### src/rtl/mem_store_16x16.sv
// mem_store_16x16: single-port word memory with self-clearing init, registered read and status flags
module mem_store_16x16 #(
   parameter int DATA_W = 16,
   parameter int ADDR_W = 4,
   parameter int DEPTH  = 16,
   parameter int CNT_W  = 16
) (
   input  logic              clk,
   input  logic              reset,
   input  logic              wr_en,
   input  logic              rd_en,
   input  logic [ADDR_W-1:0] addr,
   input  logic [DATA_W-1:0] wdata,
   output logic [DATA_W-1:0] rdata,
   output logic              rvalid,
   output logic              busy,
   output logic              err_coll,
   output logic              err_uninit,
   output logic              err_busy,
   output logic [CNT_W-1:0]  wr_count,
   output logic [CNT_W-1:0]  rd_count
);
   typedef enum logic {CLEAR, RUN} state_t;
   state_t state, state_nx;
   logic [ADDR_W-1:0] clr_ptr;
   logic [DATA_W-1:0] mem [DEPTH];
   logic [DEPTH-1:0]  written;
   logic run, wr_acc, rd_acc;
   assign run    = state == RUN;
   assign wr_acc = run & wr_en;
   assign rd_acc = run & rd_en;
   assign busy   = ~run;
   // state register
   always_ff @(posedge clk)
      state <= reset ? CLEAR : state_nx;
   // leave CLEAR once the last word has been wiped
   always_comb
      state_nx = (state == CLEAR && clr_ptr == ADDR_W'(DEPTH - 1)) ? RUN : state;
   // clear pointer walks every word once per init sequence
   always_ff @(posedge clk)
      if (reset) clr_ptr <= '0;
      else if (!run) clr_ptr <= clr_ptr + ADDR_W'(1);
   // storage and written flags; nothing is stored while reset is asserted
   always_ff @(posedge clk)
      if (!reset) begin
         if (!run) begin
            mem[clr_ptr]     <= '0;
            written[clr_ptr] <= 1'b0;
         end else if (wr_en) begin
            mem[addr]     <= wdata;
            written[addr] <= 1'b1;
         end
      end
   // registered read port, status pulses and saturating counters; read sees pre-write contents
   always_ff @(posedge clk)
      if (reset) begin
         rdata      <= '0;
         rvalid     <= 1'b0;
         err_coll   <= 1'b0;
         err_uninit <= 1'b0;
         err_busy   <= 1'b0;
         wr_count   <= '0;
         rd_count   <= '0;
      end else begin
         rvalid     <= rd_acc;
         err_coll   <= wr_acc & rd_acc;
         err_uninit <= rd_acc & ~written[addr];
         err_busy   <= ~run & (wr_en | rd_en);
         if (rd_acc) rdata <= mem[addr];
         if (wr_acc && wr_count != '1) wr_count <= wr_count + CNT_W'(1);
         if (rd_acc && rd_count != '1) rd_count <= rd_count + CNT_W'(1);
      end
endmodule

### config.mk
export PLATFORM = sky130hd
export DESIGN_NAME = mem_store_16x16
export DESIGN_NICKNAME = d
export VERILOG_FILES = /design/src/rtl/mem_store_16x16.sv
export SDC_FILE = /design/constraint.sdc
export NUM_CORES = 1
export LEC_CHECK = 0
export ABC_AREA = 1
export BUFFER_PORTS_ARGS = -buffer_cell sky130_fd_sc_hd__buf_2
export CAP_MARGIN = 20
export CORE_MARGIN = 2
export CORE_UTILIZATION = 31
export DETAILED_ROUTE_END_ITERATION = 6
export PLACE_DENSITY = 0.45
export SLEW_MARGIN = 20
export SYNTH_ARGS = -nofsm -noshare
export SYNTH_HDL_FRONTEND = slang
export SYNTH_SLANG_ARGS = --single-unit
### constraint.sdc
create_clock -name clk -period 2.2 [get_ports clk]
set_input_delay 0.22 -clock clk [delete_from_list [all_inputs] [get_ports clk]]
set_output_delay 0.22 -clock clk [all_outputs]
set_load 0.02 [all_outputs]
==> reports/qor.txt <==
status = finished clean
worst hold path type = in2reg
CTS tree = yes
critical path launch point type = primary input
Post-Synth Adder-Cell Area = 0.5226%
Fmax = 0.4697 GHz
Initial Util = 31.52%
Slew HR = 54.00%
nets@finish = 1693
Critical Path AT = 2380 ps
GRT Total Usage = 17.42%
Compound-Gate Fraction of Synth Area = 3.501%
R2R Setup Slk = 110 ps
Crit Path Max Fanout = 16
minimum clock period = 2129 ps
first-pass GRT wire length = 62.47 mm
Syn Inst Count = 1537
peak supply drop = 0.0006110 V
drt drc = 0
drt pass-1 iters = 5
Clock transition at path regs = 60 ps
post-synthesis average cell area = 9.346 sq um
DIE WIDTH = 219.3 um
Int Pwr = 10790 uW
largest family of logic cells by synthesized area = simple AND/OR/NAND/NOR gates
Sw Pwr = 3192 uW
Max clock buf depth = 3
# Max-Cap Violations = 0
Tcrit/Tclk final = 96.78%
Max Used Layer = met4
final WL = 41.21 mm
Final ANT Viol Nets = 0
Pleak = 0.007457 uW
Req. time, crit path = 2450 ps
largest net degree at the start of global routing = 65
Synth Cell Area = 14370 sq um
Logic pwr share = 4.5%
worst clock skew = 35.32 ps
multiplexer area fraction after synthesis = 0%
Die Area = 48080 sq um
H-tree depth = 2
XOR/XNOR Fraction of Synth Area = 0.8536%
RSZ-0062 raised after global routing = true
total power = 13990 uW
Final Max Tran Viols = 0
core area = 45580 sq um
metal2 WL = 17.60 mm
crit path to = mem[5][4]
root buf cell = clkbuf_16
RePlAce Congestion = 0.8327
sequential share of the synthesized area = 64.80%
Synthesized Nets = 1567
total gr overflow = 0
vias in the first global route = 10120
clock share of power = 47.1%
Metal-1 WL = 20.73 mm
Flop pwr share = 48.5%
area of the multi-input gates = 4526 sq um
clk_lat worst skew = 580 ps
antenna violations before repair = 0
register bit total from synthesis = 329
met3 wire len = 2.186 mm
# IOs = 77
initial drt markers = 761
crit path kind = in2reg
Fin. Hold Viols = 0
simple-gate share of the synthesized area = 26.17%
crit end category = flip-flop
synthesis-to-finish area growth = 20.32%
number of warnings issued by yosys = 0
Netlist cell types = 32
power per cell area = 809.2 nW/um^2
worst r2r src = run
FF-to-FF End = mem[5][4]
Slew @ Worst Pin = 689.2 ps
HPWL Detailed = 27.28 mm
Sequential Area = 9309 sq um
Rows = 78
sw frac = 22.82%
CTS sink count = 329
setup violators final = 0
Num CTS Buffers = 41
R2R depth = 8
DR vias/cell = 4.625
share of cells above drive strength 1 = 14.57%
chip height = 219.3 um
via count = 10620
Routed WL per cell = 17.95 um
Fillers = 4580
Worst Setup SP = wr_en
port bufs = 76
Core Util, Final = 37.92%
## how the worst min path moves through the flow
stage                        to  slack [ps]         from  cells past startpoint
finish               clr_ptr[1]          30        reset                      4
global route         clr_ptr[0]          50        reset                      4
CTS                  clr_ptr[0]           1        reset                      4
detailed placement  rd_count[1]         500  rd_count[1]                      2
global placement    rd_count[1]         490  rd_count[1]                      2
floorplan              err_busy         350        rd_en                      2
## repair_timing
| action | CTS | global route |
|---|---|---|
| resized for setup | 0 | 4 |
| hold endpoints to repair | 2 | 0 |
| setup buffers | 0 | 0 |
| setup endpoints to repair | 0 | 61 |
| hold buffers | 3 | 0 |
## critical path: stages
cell	delay (ps)
dlygate4sd3_1	540
buf_2	140
nand2_2	120
clkinv_2	140
nand2_4	200
nand2_1	80
o21ai_1	180
nand3_1	310
nor2_2	170
buf_4	280
## power groups by stage
stage / Combinational (uW) / Clock [uW] / Sequential (uW)
detailed placement: 623 / 0 / 6910
CTS: 630 / 6770 / 6780
global placement: 622 / 0 / 6910
global route: 695 / 7000 / 6780
floorplan: 366 / 0 / 6900
finish: 627 / 6580 / 6780
## per-layer routing
metal  vias up  global-route usage (%)
li1       5264                       -
met1      5068                   26.04
met2       241                   25.80
met3        46                   3.132
met4         0                   4.595
met5         -                       0
## logic make-up (layout without fill, tap and decap cells)
logic type      count (synthesis)  count (layout)
buf+inv                       134             292
xor+xnor                       14              14
fa+ha+maj                       6               6
flops                         329             329
other cells                     0               1
simple gates                  961             961
compound gates                 93              93
## stage by stage
stage / TNS, ps / setup slack, ps / cell area (sq um) / hold WS (ps) / std cells
after floorplan: -45570 / -178.0 / 14370 / 349.4 / 1537
after global placement: 0 / 120.6 / 15910 / 494.9 / 2217
after detailed placement: 0 / 78.15 / 15910 / 497.1 / 2217
after CTS: 0 / 104.8 / 17260 / 1.304 / 2295
after global routing: -1615 / -60.01 / 17280 / 54.74 / 2295
final: 0 / 70.77 / 17280 / 28.54 / 2296
## area by class of cell
| cell class | count | area share, % |
|---|---|---|
| sequential | 329 | 53.86 |
| multi-input combinational | 1074 | 26.18 |
| timing repair buffer | 148 | 6.421 |
| clock buffer | 51 | 6.211 |
| tap | 600 | 4.343 |
| inverter | 69 | 1.513 |
| clock inverter | 24 | 1.455 |
| antenna | 1 | 0.01448 |
## sequential cells by signal, summed over array words and instances (netlist names)
| register | cells |
|---|---|
| wr_count | 16 |
| written | 16 |
| rd_count | 16 |
| run | 1 |
| err_busy | 1 |
| rvalid | 1 |
| clr_ptr | 4 |
| err_coll | 1 |
| mem | 256 |
| err_uninit | 1 |
| rdata | 16 |
## cells in the mapped netlist, drive strengths merged
cell type	number	area share [%]
nand2	751	20
o21ai	45	1.8
buf	46	1.8
a21oi	44	1.5
nor2	134	3.6
a31oi	2	0.087
clkbuf	19	0.50
ha	6	0.52
nor4	1	0.044
nand4	11	0.48
xnor2	6	0.37
nor3	3	0.10
nand3	60	2.1
clkinv	3	0.087
nor3b	1	0.052
inv	66	1.7
a22oi	2	0.10
dfxtp	57	7.9
xor2	8	0.49
edfxtp	272	57
## cells in the final DEF (no fill, tap or decap), types with 41 or more instances in the layout
| cell | n |
|---|---|
| nand3_1 | 59 |
| nor2_1 | 110 |
| dfxtp_1 | 57 |
| buf_4 | 55 |
| buf_2 | 75 |
| inv_1 | 61 |
| nand2_1 | 743 |
| edfxtp_1 | 272 |
| a21oi_1 | 44 |
| clkbuf_16 | 41 |
Note: power is estimated with default switching activity, not from simulation.
